[config.mk]
export PLATFORM = sky130hd
export DESIGN_NAME = vec_lsu_agen
export DESIGN_NICKNAME = d
export VERILOG_FILES = /design/src/rtl/vec_lsu_agen.sv
export SDC_FILE = /design/constraint.sdc
export NUM_CORES = 1
export LEC_CHECK = 0
export ABC_AREA = 1
export BUFFER_PORTS_ARGS = -buffer_cell sky130_fd_sc_hd__buf_2
export CAP_MARGIN = 20
export CORE_AREA = 2 2 155 157
export CTS_BUF_LIST = sky130_fd_sc_hd__clkbuf_16
export CTS_CLUSTER_DIAMETER = 200
export DETAILED_ROUTE_END_ITERATION = 7
export DIE_AREA = 0 0 157 159
export PLACE_DENSITY = 0.72
export SYNTH_ARGS = -nofsm -noshare
export SYNTH_HDL_FRONTEND = slang
export SYNTH_SLANG_ARGS = --single-unit
[constraint.sdc]
create_clock -name clk -period 2.6 [get_ports clk]
set_clock_uncertainty 0.2 [all_clocks]
set_input_delay 0.26 -clock clk [delete_from_list [all_inputs] [get_ports clk]]
set_output_delay 0.26 -clock clk [all_outputs]
set_load 0.02 [all_outputs]
[src/rtl/vec_lsu_agen.sv]
// vec_lsu_agen: strided vector load/store address generator feeding the AXI
// memory queue. One command in flight at a time.
//   Loads : LD_ISSUE pushes len beat addresses, LD_WAIT forwards returned
//           beats to the VRF write port tagged with their element index.
//   Stores: ST_ISSUE pairs each VRF read beat with its address, ST_WAIT waits
//           for the queue's store completion flag.
// Optional build macro LSU_TIMEOUT_EN adds a 16-bit watchdog on both WAIT
// states; when it expires err pulses and the command is retired through FIN.
module vec_lsu_agen #(
    parameter int unsigned ADDR_WIDTH     = 32,
    parameter int unsigned DATA_WIDTH     = 64,
    parameter int unsigned DW_B           = DATA_WIDTH >> 3,
    parameter int unsigned LEN_BITS       = 9,
    parameter int unsigned TIMEOUT_CYCLES = 4096
) (
    input  logic                  clk,
    input  logic                  rst_n,
    input  logic                  cmd_valid,
    output logic                  cmd_ready,
    input  logic                  cmd_store,
    input  logic [ADDR_WIDTH-1:0] cmd_base,
    input  logic [ADDR_WIDTH-1:0] cmd_stride,
    input  logic [LEN_BITS-1:0]   cmd_len,
    input  logic [DATA_WIDTH-1:0] vrf_rd_data,
    input  logic                  vrf_rd_valid,
    output logic                  vrf_rd_ready,
    output logic [DATA_WIDTH-1:0] vrf_wr_data,
    output logic [LEN_BITS-1:0]   vrf_wr_idx,
    output logic                  vrf_wr_valid,
    output logic [ADDR_WIDTH-1:0] q_addr,
    output logic [DATA_WIDTH-1:0] q_data,
    output logic [DW_B-1:0]       q_be,
    output logic                  q_req,
    output logic                  q_valid,
    output logic                  q_start,
    output logic                  q_ready,
    input  logic [DATA_WIDTH-1:0] q_ld_data,
    input  logic                  q_ld_valid,
    input  logic                  q_done_ld,
    input  logic                  q_done_st,
    output logic                  busy,
    output logic                  done,
    output logic                  err
);

    typedef enum logic [2:0] {
        IDLE,
        LD_ISSUE,
        LD_WAIT,
        ST_ISSUE,
        ST_WAIT,
        FIN
    } state_t;

    state_t                state, state_nxt;
    logic [ADDR_WIDTH-1:0] addr_reg, addr_nxt;
    logic [ADDR_WIDTH-1:0] stride_reg, stride_nxt;
    logic [LEN_BITS-1:0]   len_reg, len_nxt;
    logic [LEN_BITS-1:0]   beat_cnt, beat_nxt;
    logic [LEN_BITS-1:0]   ret_cnt, ret_nxt;
    logic                  last_beat;

`ifdef LSU_TIMEOUT_EN
    logic [15:0]           wdog, wdog_nxt;
    logic                  timeout;
`endif

    // Every beat is a full-width access.
    assign q_be = '1;

    // The issue phase ends on the beat whose pre-increment count is len-1.
    assign last_beat = (beat_cnt == (len_reg - LEN_BITS'(1)));

`ifdef LSU_TIMEOUT_EN
    assign timeout = ((state == LD_WAIT) || (state == ST_WAIT)) &&
                     (wdog == 16'(TIMEOUT_CYCLES));
`endif

    // State, command and counter registers; synchronous active-low reset.
    always_ff @(posedge clk) begin
        if (!rst_n) begin
            state      <= IDLE;
            addr_reg   <= '0;
            stride_reg <= '0;
            len_reg    <= '0;
            beat_cnt   <= '0;
            ret_cnt    <= '0;
`ifdef LSU_TIMEOUT_EN
            wdog       <= '0;
`endif
        end else begin
            state      <= state_nxt;
            addr_reg   <= addr_nxt;
            stride_reg <= stride_nxt;
            len_reg    <= len_nxt;
            beat_cnt   <= beat_nxt;
            ret_cnt    <= ret_nxt;
`ifdef LSU_TIMEOUT_EN
            wdog       <= wdog_nxt;
`endif
        end
    end

    // Next-state, counter updates and all handshake outputs.
    always_comb begin
        state_nxt    = state;
        addr_nxt     = addr_reg;
        stride_nxt   = stride_reg;
        len_nxt      = len_reg;
        beat_nxt     = beat_cnt;
        ret_nxt      = ret_cnt;
`ifdef LSU_TIMEOUT_EN
        // Zero outside the WAIT states, so each WAIT entry starts from 0.
        wdog_nxt     = ((state == LD_WAIT) || (state == ST_WAIT)) ? (wdog + 16'd1) : '0;
`endif
        cmd_ready    = 1'b0;
        busy         = 1'b1;
        vrf_rd_ready = 1'b0;
        vrf_wr_data  = '0;
        vrf_wr_idx   = '0;
        vrf_wr_valid = 1'b0;
        q_addr       = '0;
        q_data       = '0;
        q_req        = 1'b0;
        q_valid      = 1'b0;
        q_start      = 1'b0;
        q_ready      = 1'b0;
        done         = 1'b0;
        err          = 1'b0;

        case (state)
            IDLE: begin
                cmd_ready = 1'b1;
                busy      = 1'b0;
                if (cmd_valid) begin
                    addr_nxt   = cmd_base;
                    stride_nxt = cmd_stride;
                    len_nxt    = cmd_len;
                    beat_nxt   = '0;
                    ret_nxt    = '0;
                    if (cmd_len == '0) begin
                        state_nxt = FIN;
                    end else if (cmd_store) begin
                        state_nxt = ST_ISSUE;
                    end else begin
                        state_nxt = LD_ISSUE;
                    end
                end
            end

            LD_ISSUE: begin
                q_req    = 1'b1;
                q_addr   = addr_reg;
                addr_nxt = addr_reg + stride_reg;
                beat_nxt = beat_cnt + LEN_BITS'(1);
                if (last_beat) begin
                    state_nxt = LD_WAIT;
                end
            end

            LD_WAIT: begin
                q_ready = 1'b1;
                if (q_ld_valid) begin
                    vrf_wr_valid = 1'b1;
                    vrf_wr_data  = q_ld_data;
                    vrf_wr_idx   = ret_cnt;
                    ret_nxt      = ret_cnt + LEN_BITS'(1);
                end
                if (q_done_ld) begin
                    state_nxt = FIN;
                    err       = (ret_cnt != len_reg);
                end
`ifdef LSU_TIMEOUT_EN
                else if (timeout) begin
                    state_nxt = FIN;
                    err       = 1'b1;
                end
`endif
            end

            ST_ISSUE: begin
                vrf_rd_ready = 1'b1;
                q_valid      = vrf_rd_valid;
                q_data       = vrf_rd_data;
                q_addr       = addr_reg;
                if (vrf_rd_valid) begin
                    q_start  = (beat_cnt == '0);
                    addr_nxt = addr_reg + stride_reg;
                    beat_nxt = beat_cnt + LEN_BITS'(1);
                    if (last_beat) begin
                        state_nxt = ST_WAIT;
                    end
                end
            end

            ST_WAIT: begin
                if (q_done_st) begin
                    state_nxt = FIN;
                end
`ifdef LSU_TIMEOUT_EN
                else if (timeout) begin
                    state_nxt = FIN;
                    err       = 1'b1;
                end
`endif
            end

            FIN: begin
                done      = 1'b1;
                state_nxt = IDLE;
            end

            default: begin
                state_nxt = IDLE;
            end
        endcase
    end

endmodule

# Word level (Yosys, flattened, before mapping)
# Index checks and enable logic that the tools add are counted.
dict set report totals {
  inputBits 209
  out_inout_bits 187
  elab_cells 70
  ff_bits 94
}
dict set report op_classes {
  mux 36
  n_eq_ne 14
  reduce_logical 10
  add_sub_neg 4
}
# op n
set ops {}
lappend ops {{two-way mux 64 bit} 3}
lappend ops {{two-way mux 32 bit} 3}
lappend ops {{one-hot mux 32 bit (3 select lines)} 1}
lappend ops {{two-way mux 9 bit} 5}
lappend ops {{adder 32 bit} 1}
lappend ops {{one-hot mux 9 bit (3 select lines)} 1}
lappend ops {{two-way mux 3 bit} 7}
lappend ops {{adder 9 x 1 -> 9 bit (second input constant)} 2}
lappend ops {{logical NOT 9 bit} 2}
lappend ops {{one-hot mux 9 bit (2 select lines)} 1}
lappend ops {{one-hot mux 3 bit (5 select lines)} 1}
lappend ops {{inequality test 2 bit (second input constant)} 7}
lappend ops {{two-way mux 1 bit} 13}
lappend ops {{== test 9 bit} 1}
lappend ops {{inequality test 9 bit} 1}
lappend ops {{subtractor 9 x 1 -> 9 bit (second input constant)} 1}
lappend ops {{== test 3 x 2 -> 1 bit (second input constant)} 2}
lappend ops {{== test 3 bit (second input constant)} 2}
lappend ops {{AND reduction 3 bit} 2}
lappend ops {{AND reduction 6 bit} 1}
lappend ops {{== test 3 x 1 -> 1 bit (second input constant)} 1}
lappend ops {{logical NOT 3 bit} 1}
lappend ops {{nonzero test 3 bit} 1}
lappend ops {{two-way mux 2 bit} 1}
lappend ops {{3 further kinds} 3}

# Depth between registers and ports, before layout
# Gate-level depths: netlist of run 1.
dict set report logic_depth {
  word_depth 5
  mapped_depth 16
  depth_no_buf 16
}

# Worst setup path after synthesis of run 1
# Ideal clock, no wire load.
dict set report synth_path {
  path_kind {register to register}
  from {register addr_reg[0]}
  to {register addr_reg[20]}
  path_slack_ns 0.552
  t_required_ns 2.272
  path_stages_with_launch 14
  synth_period_minus_slack_ns 2.048
  n_path_buf 0
  setup_time_ns 0.128
  arrival_ns 1.720
  cell_sequence {dfxtp_1 ha_1 inv_1 fa_1 inv_1 nand3_1 nand3_1 nand2_1 nand3_1 nand2_1 nand3_1 nand3_1 o21ai_0 a21oi_1}
}
dict set report synth_via {
  elab_chain_len 3
}
# item line_no
set synth_rtl {}
lappend synth_rtl {{from (decl)} 56} ;# logic [ADDR_WIDTH-1:0] addr_reg, addr_nxt;
lappend synth_rtl {{from (signal assigned)} 93} ;# addr_reg <= addr_nxt;
lappend synth_rtl {{adder 32 bit (*)} {154, 188}}
lappend synth_rtl {{two-way mux 32 bit} 186} ;# if (vrf_rd_valid) begin
lappend synth_rtl {{one-hot mux 32 bit (3 select lines) (*)} 131} ;# case (state)
# Mark *: on every way between the ends. The rest lies on a longest branch, timed or not. The select of a mux whose other input is x is not followed.
# A chain may end at the register's enable or synchronous reset.

# Final worst setup path of run 1
dict set report layout_path {
  from {register state[1]}
  to {output vrf_wr_data[43]}
}
dict set report layout_via {
  elab_chain_len 2
}
# item line_no
set layout_rtl {}
lappend layout_rtl {{from (decl)} 55} ;# state_t state, state_nxt;
lappend layout_rtl {{from (signal assigned)} 92} ;# state <= state_nxt;
lappend layout_rtl {{== test 3 x 2 -> 1 bit} 131}
lappend layout_rtl {{two-way mux 64 bit} 131}
lappend layout_rtl {{to (decl)} 27} ;# output logic [DATA_WIDTH-1:0] vrf_wr_data,
# No other way between the ends.

==> results.json, run 1 <==
{
  "rsz0062_at_grt": "false",
  "wl_per_cell_um": 14.68,
  "cts_tree": "built",
  "peakVddDrop_mv": 0.4576,
  "maxSlewHeadroom": 0.5970,
  "ys_seq_elements": 94,
  "fill_cells": 2467,
  "setup_tns_ns": 0,
  "path_max_fanout": 64,
  "synth-edff-count": 0,
  "htreeDepth": 3,
  "async_reset_ff_frac": 0,
  "drt-vias-per-instance": 4.765,
  "worstReg2RegEnd": "addr_reg[20]$_SDFFE_PN0P_",
  "port-buffer-count": 387,
  "ys_types": 42,
  "cp.required_ns": 2.14,
  "first_global_vias": 9809,
  "hpwl_um": 26230,
  "fp.dieH_um": 159,
  "antenna_found_initial": 0,
  "grt_max_degree": 65,
  "initial_core_util": 0.3557,
  "cap_violations": 0,
  "synth-seq-area-share": 0.2281,
  "clkSlewWorstSetupHoldPaths_ns": 0.07,
  "rows": 56,
  "syn_avg_cell_area_um2": 5.492,
  "leakage_uw": 0.006460,
  "r2r_cells": 13,
  "layout_common_cells": "nand2_1 (421), buf_2 (387), nor2_1 (261)",
  "drc": 0,
  "tightest_slew_ns": 0.6045,
  "synth_flop_cell": "dfxtp_1",
  "fp.dieW_um": 157,
  "hold_viol_final": 0,
  "stdcell_area_um2": 11150,
  "r2r_slack_ns": 0.25,
  "vias": 10582,
  "worstSetupPathType": "reg -> out",
  "drive_gt1_frac": 0.2376,
  "hp-class": "in -> reg",
  "grt_use_total": 0.2510,
  "outcome": "finished, final reports clean",
  "wl_um": 32600,
  "ant_nets": 0,
  "grt_pass1_wl_um": 50000,
  "synthesis.area_um2": 8249,
  "end_kind": "primary output",
  "dpl_cell_area_um2": 10450,
  "nNetsFinal": 2142,
  "diodes": 0,
  "synth_warnings": 0,
  "min_period_over_period": 0.9478,
  "clk_path_buf_depth": 2,
  "hold_depth": 3,
  "cts_setup_buffers": 0,
  "timing.rr.start": "addr_reg[0]$_SDFFE_PN0P_",
  "finalPower_uw": 8964,
  "core_um2": 23190,
  "area_growth_pct": 35.20,
  "clock_sinks": 94,
  "finalWeightedCongestion": 1.002,
  "grt_overflow_total": 0,
  "crit_start": "state[1]$_SDFFE_PN0P_",
  "initialDrtViolationCount": 759,
  "crit_arrival_ns": 2.00,
  "firstDrtPassIters": 7,
  "dieArea_um2": 24960,
  "ios": 396,
  "netlist_instances": 1502,
  "max_freq_mhz": 405.8,
  "clockRootBuffer": "clkbuf_16",
  "cts_buffers": 9,
  "setup_viol_count_final": 0,
  "clk_latency_ns": 0.36,
  "powerDensity_nw_per_um2": 803.7,
  "layout_commonest_cell": "nand2_1",
  "worst_setup_path_start_kind": "flip-flop",
  "min_period_ns": 2.464,
  "drv_slew": 0,
  "endpoint": "vrf_wr_data[43]"
}
[worst min path at each step]
stage                                     from                          end  slack (ns)
floorplan                                rst_n     addr_reg[0]$_SDFFE_PN0P_        0.20
global placement    stride_reg[6]$_SDFFE_PN0P_   stride_reg[6]$_SDFFE_PN0P_        0.25
detailed placement  stride_reg[6]$_SDFFE_PN0P_   stride_reg[6]$_SDFFE_PN0P_        0.26
CTS                                 cmd_len[2]      len_reg[2]$_SDFFE_PN0P_       0.002
global route                    cmd_stride[21]  stride_reg[21]$_SDFFE_PN0P_        0.01
finish                          cmd_stride[21]  stride_reg[21]$_SDFFE_PN0P_       0.002
[logic make-up (layout without fill, tap and decap cells)]
kind of cell / Yosys count / after routing / synth area share
compound gates: 179 / 179 / 0.1148
xor+xnor: 26 / 26 / 0.02760
fa+ha+maj: 36 / 36 / 0.05551
buf+inv: 340 / 733 / 0.1627
flops: 94 / 94 / 0.2281
other cells: 1 / 8 / 0.0004546
simple gates: 826 / 826 / 0.4107
[metal layers]
layer | vias up | track usage | part of all wire
met5 | - | 0 | 0
met3 | 52 | 0.03674 | 0.070
li1 | 5356 | - | -
met4 | 0 | 0.09091 | 0.029
met1 | 4733 | 0.3197 | 0.44
met2 | 441 | 0.4278 | 0.47
[cell usage after synthesis, types with 5 or more instances]
cell,number,area share
inv_1,261,0.12
clkbuf_1,41,0.019
buf_4,10,0.0091
xnor2_1,10,0.011
nand2_1,421,0.19
ha_1,35,0.053
dfxtp_1,94,0.23
o21ai_0,44,0.027
xor2_1,16,0.017
a21oi_1,107,0.065
o22ai_1,14,0.011
or2_2,5,0.0038
nor3_1,19,0.012
buf_1,7,0.0032
buf_2,14,0.0085
nand3_1,87,0.053
nor2_1,261,0.12
nor4_1,6,0.0046
[power by group]
group | internal, uW | switching, uW
logic | 1810 | 3660
clock network | 660 | 630
registers | 1830 | 372
[layout make-up]
type,count,area (um^2),area share
multi-input cells,1075,5054,0.4531
clock buffers,9,225.2,0.02019
inverters,266,1001,0.08975
flip-flops and latches,94,1883,0.1688
well taps,319,399.1,0.03579
repair buffers,451,2539,0.2276
clock inverters,7,52.55,0.004712
[critical path, stage by stage, from the launching register on]
cell and delay [ns]:
dfxtp_2 0.46, nand2_2 0.11, nor2_4 0.23, inv_2 0.06
buf_4 0.31, nor2_1 0.25, buf_2 0.21
[repair_timing]
action / 4_1_cts / 5_1_grt
hold buffers: 42 / 0
gates resized for setup: 0 / 3
setup endpoints to repair: 0 / 69
hold endpoints to repair: 42 / 0
[through the flow]
step | hold slack (ns) | setup WS, ns | util | instances
finish | 0.001764 | 0.1357 | 0.4809 | 2221
global route | 0.01032 | 0.01046 | 0.4809 | 2221
CTS | 0.001544 | 0.001226 | 0.4806 | 2221
detailed placement | 0.2593 | 0.2617 | 0.4505 | 2163
global placement | 0.2537 | 0.3104 | 0.4505 | 2163
floorplan | 0.1983 | 0.5521 | - | 1509
Power figures use the tool's default switching activity.
==> run 2: changes to the inputs <==
- PLACE_DENSITY: 0.72 -> 0.74
- clock period: 2.6 -> 2.2 ns (I/O delays scaled with it)
==> run 2 against run 1 <==
Compared with the run above:
- register-to-register slack got worse by 0.18 ns
- power increased by 31%
- combinational power increased by 35%
- worst hold slack improved by 0.018 ns
- cell count up 2.7%
- clock power increased by 29%
- first-iteration DRC count up 24%
- largest cell class unchanged
- largest power group unchanged
- sequential power grew 20%
- global-route usage rose by 1.2 points
==> results.json, run 2 (synthesis gave the netlist of run 1 again) <==
{
  "setup_viol_count_final": 0,
  "ant_nets": 0,
  "cts_buffers": 9,
  "wl_per_cell_um": 15.01,
  "wl_met3_um": 2582,
  "clkSlewWorstSetupHoldPaths_ns": 0.07,
  "final.setup.worst_slack_ns": 0.02147,
  "drt-met1-wl_um": 15010,
  "slowest_stage": "dfxtp_1",
  "initial_core_util": 0.3557,
  "clk_path_buf_depth": 2,
  "cp.required_ns": 1.78,
  "layout_commonest_cell": "nand2_1",
  "vias": 10870,
  "min_period_ns": 2.179,
  "worstSetupPathType": "reg -> out",
  "leakage_uw": 0.006805,
  "cap_violations": 0,
  "crit_arrival_ns": 1.76,
  "first_global_vias": 10219,
  "critical_path.cell_chain": "xnor2_1, nand3_1, nor4_2, buf_4, nor2_1, buf_2",
  "cpPeakStageDelay_ns": 0.48,
  "min_period_over_period": 0.9902,
  "worst_setup_path_start_kind": "flip-flop",
  "wl_um": 34230,
  "rows": 56,
  "dr_wl_met2_um": 15690,
  "core_um2": 23190,
  "path_max_fanout": 7,
  "powerDensity_nw_per_um2": 966.8,
  "finalWeightedCongestion": 0.9492,
  "dieArea_um2": 24960,
  "drc": 0,
  "drt-vias-per-instance": 4.765,
  "end_kind": "primary output",
  "cts_tree": "built",
  "place_inst": 2195,
  "firstDrtPassIters": 5,
  "hp-class": "in -> reg",
  "rsz0062_at_grt": "true",
  "grt_pass1_wl_um": 51830,
  "fp.dieH_um": 159,
  "drive_gt1_frac": 0.2963,
  "hpwl_um": 27210,
  "peakVddDrop_mv": 0.7003,
  "grt_overflow_total": 0,
  "outcome": "finished, final reports clean",
  "ios": 396,
  "fin_cells": 2281,
  "max_freq_mhz": 459.0,
  "nNetsFinal": 2201,
  "area_growth_pct": 47.14,
  "clock_sinks": 94,
  "clockRootBuffer": "clkbuf_16",
  "htreeDepth": 3,
  "initialDrtViolationCount": 944,
  "grt_max_degree": 68,
  "routed.top_layer": "met4",
  "drv_slew": 0,
  "fp.dieW_um": 157,
  "port-buffer-count": 387,
  "clk_latency_ns": 0.35,
  "post-place-ws_ns": -0.06410,
  "layout_common_cells": "nand2_1 (401), buf_2 (381), inv_1 (258)",
  "grt_use_total": 0.2627,
  "hold_viol_final": 0,
  "antenna_found_initial": 2
}
==> run 2: changes by cell type in the layout (fill, tap and decap cells not counted), moves of 14 or more <==
cell,before,now
nand2_2,4,22
ha_1,34,13
nor2_2,2,16
nor2_1,261,247
ha_4,0,14
nand2_1,421,401
buf_4,20,64
dlygate4sd3_1,42,56
==> run 2: final cells by class <==
type | count | area, um^2
tap | 319 | 399.1
fill | 2361 | 11050
clock inverter | 7 | 78.83
timing repair inverter | 1 | 6.256
clock buffer | 9 | 225.2
sequential | 94 | 1894
multi-input combinational | 1075 | 5439
timing repair buffer | 509 | 3082
antenna | 1 | 2.502
inverter | 266 | 1011
==> run 2: metrics by stage <==
step | total power (uW) | area [um^2] | utilization | hold slack, ns | TNS (ns)
after floorplan | 7024 | 8275 | - | 0.1583 | 0
after global placement | 9272 | 10730 | 0.4625 | 0.2560 | -0.05125
after detailed placement | 9325 | 10730 | 0.4625 | 0.2627 | -0.1576
after CTS | 11140 | 11630 | 0.5017 | 0.0001041 | 0
after global routing | 12620 | 12140 | 0.5233 | 0.04642 | -0.5336
final | 11730 | 12140 | 0.5234 | 0.01978 | 0
==> run 2: layer usage <==
layer	global-route usage	vias up
li1	-	5487
met1	0.3499	4917
met2	0.4292	418
met3	0.03620	48
met4	0.09967	0
met5	0	-
==> run 2: report_power, final <==
part | switching [uW] | leakage [uW] | internal (uW)
Clock | 769 | 0.000146 | 900
Combinational | 4680 | 0.00588 | 2740
Sequential | 481 | 0.000776 | 2170
Total | 5930 | 0.00681 | 5810
==> run 2: path summary, 6_finish.rpt <==
| kind | startpoint | to | slack, ns | cells past startpoint |
|---|---|---|---|---|
| max | len_reg[4]$_SDFFE_PN0P_ | err | 0.02 | 6 |
| max reg2reg | addr_reg[0]$_SDFFE_PN0P_ | addr_reg[18]$_SDFFE_PN0P_ | 0.07 | 14 |
| min | cmd_base[23] | addr_reg[23]$_SDFFE_PN0P_ | 0.02 | 4 |
| min reg2reg | stride_reg[8]$_SDFFE_PN0P_ | stride_reg[8]$_SDFFE_PN0P_ | 0.28 | 2 |
==> run 2: worst max-delay path, delay by kind of cell, from the launching register on <==
family	cells	cell delay, ns
buf+inv	2	0.33
flops	1	0.48
xor+xnor	1	0.16
simple gates	3	0.44
==> run 2: timing repair <==
action	in CTS	in global routing
setup endpoints to repair	70	92
buffers inserted	2	10
hold endpoints to repair	56	0
gates cloned	0	1
hold buffers	56	0
resized for setup	12	98
pin swaps	1	14
==> run 3: changes to the inputs <==
==> constraint.sdc (replaced) <==
create_clock -name clk -period 2.2 [get_ports clk]
set_clock_uncertainty 0.2 [all_clocks]
set_input_delay 0.44 -clock clk [delete_from_list [all_inputs] [get_ports clk]]
set_output_delay 0.44 -clock clk [all_outputs]
set_load 0.02 [all_outputs]
==> run 3 against run 2 <==
Compared with the run above:
- the run now ends with negative setup slack left
- design area up 17%
- first-iteration DRC count down 4.2%
- die area unchanged
- sequential share of layout area is 2.2 points lower
- global-route usage is 4.1 points higher
- via count grew 4.5%
- critical path depth grew 1
- sequential power is essentially flat
==> results.json, run 3 (synthesis gave the netlist of run 1 again) <==
{
  "outcome": "complete, but fails checks",
  "violations": "negative setup slack",
  "hold_viol_final": 0,
  "nNetsFinal": 2177,
  "hold_end": "stride_reg[6]$_SDFFE_PN0P_",
  "first_global_vias": 10232,
  "fp.dieH_um": 159,
  "critical_path.cell_chain": "inv_2, o22ai_1, nor2_1, o2111ai_1, nor4_2, nor2_1, buf_4",
  "grt_pass1_wl_um": 58120,
  "rows": 56,
  "crit_arrival_ns": 1.79,
  "min_period_over_period": 1.107,
  "end_kind": "primary output",
  "hold_depth": 3,
  "grt_overflow_total": 0,
  "layout_commonest_cell": "nand2_1",
  "grt_use_total": 0.3036,
  "worstReg2RegEnd": "ret_cnt[8]$_SDFFE_PN0P_",
  "crit_top_cell": "nor2_1",
  "max_freq_mhz": 410.8,
  "clkSlewWorstSetupHoldPaths_ns": 0.08,
  "cts_buffers": 9,
  "grt_max_degree": 52,
  "worstHoldStart": "cmd_stride[6]",
  "timing.rr.start": "state[0]$_SDFFE_PN0P_",
  "initialDrtViolationCount": 904,
  "drc": 0,
  "worst_setup_path_start_kind": "flip-flop",
  "path_max_fanout": 4,
  "r2r_cells": 13,
  "ant_nets": 0,
  "worstSetupPathType": "reg -> out",
  "finalWeightedCongestion": 0.9435,
  "htreeDepth": 3,
  "min_period_ns": 2.435,
  "layout_common_cells": "nand2_1 (405), inv_1 (254), buf_2 (233)",
  "wl_um": 43540,
  "dieArea_um2": 24960,
  "clock_sinks": 94,
  "area_growth_pct": 72.44,
  "fp.dieW_um": 157,
  "powerDensity_nw_per_um2": 1001,
  "utilization": 0.6133,
  "wl_per_cell_um": 19.25,
  "cap_violations": 0,
  "hpwl_um": 29860,
  "final.setup.worst_slack_ns": -0.2346,
  "antenna_found_initial": 11,
  "clockRootBuffer": "clkbuf_16",
  "leakage_uw": 0.007020,
  "hp-class": "in -> reg",
  "port-buffer-count": 387,
  "setup_viol_count_final": 131,
  "rsz0062_at_grt": "true",
  "slowest_stage": "dfxtp_1",
  "post-place-ws_ns": -0.01597,
  "drive_gt1_frac": 0.3898,
  "drv_slew": 0,
  "firstDrtPassIters": 5,
  "clk_latency_ns": 0.36,
  "ios": 396,
  "drt-vias-per-instance": 5.022,
  "cpPeakStageDelay_ns": 0.35,
  "peakVddDrop_mv": 0.6355,
  "r2r_slack_ns": 0.02,
  "clk_path_buf_depth": 2,
  "cts_tree": "built",
  "core_um2": 23190,
  "vias": 11359,
  "cp.required_ns": 1.56,
  "initial_core_util": 0.3557
}
## run 3: power by group
part	leakage (uW)	switching, uW	internal [uW]
sequential	0.000779	489	2180
combinational	0.00609	5920	4030
clock	0.000147	811	810
total	0.00702	7220	7020
## run 3: final cells by class
type | instances | area, um^2
fillers | 2048 | 8967
multi-input cells | 1076 | 6487
repair buffers | 485 | 4091
flip-flops and latches | 94 | 1912
inverters | 266 | 1021
well taps | 319 | 399.1
clock buffers | 9 | 225.2
clock inverters | 7 | 73.82
diodes | 6 | 15.01
## run 3: timing repair
item / 4_1_cts / 5_1_grt
pin swaps: 2 / 26
gates resized for setup: 259 / 438
setup buffers: 9 / 20
endpoints found under the setup margin: 177 / 212
cloned: 9 / 12
hold buffers: 0 / 0
## run 3: through the flow
| step | setup TNS, ns | cells | total power (uW) | instance area (um^2) | hold WS, ns |
|---|---|---|---|---|---|
| 6_report | -7.903 | 2262 | 14240 | 14220 | 0.1467 |
| 3_5_place_dp | -0.02165 | 2194 | 9475 | 10750 | 0.2626 |
| 2_1_floorplan | 0 | 1509 | 7028 | 8282 | 0.2438 |
| 4_1_cts | -4.205 | 2228 | 12220 | 12180 | 0.1314 |
| 3_3_place_gp | -0.003408 | 2194 | 9386 | 10750 | 0.2554 |
| 5_1_grt | -15.74 | 2262 | 15040 | 14220 | 0.1504 |
## run 3: critical path, delay by kind of cell, from the launching register on
family | cells | cell delay, ns
flip-flops | 1 | 0.35
buffers and inverters | 2 | 0.31
AND/OR/NAND/NOR | 3 | 0.49
AO/OA/AOI/OAI | 2 | 0.27
## run 3: how the worst max path moves through the flow
stage	from	endpoint	slack [ns]	depth (start not counted)
after global placement	addr_reg[0]$_SDFFE_PN0P_	addr_reg[12]$_SDFFE_PN0P_	-0.003	11
after detailed placement	addr_reg[0]$_SDFFE_PN0P_	addr_reg[8]$_SDFFE_PN0P_	-0.02	11
after global routing	len_reg[0]$_SDFFE_PN0P_	err	-0.26	8
after CTS	len_reg[0]$_SDFFE_PN0P_	err	-0.12	8
after floorplan	state[0]$_SDFFE_PN0P_	vrf_wr_data[10]	0.05	8
final	ret_cnt[1]$_SDFFE_PN0P_	err	-0.23	7
## run 3: layer usage
metal	global-route usage	wire, um	vias to the layer above	part of all wire
met4	0.1309	2303	12	0.053
li1	-	-	5450	-
met3	0.08002	3866	113	0.089
met1	0.3953	17920	5242	0.41
met2	0.4713	19360	542	0.44
met5	0	86	-	0.0020
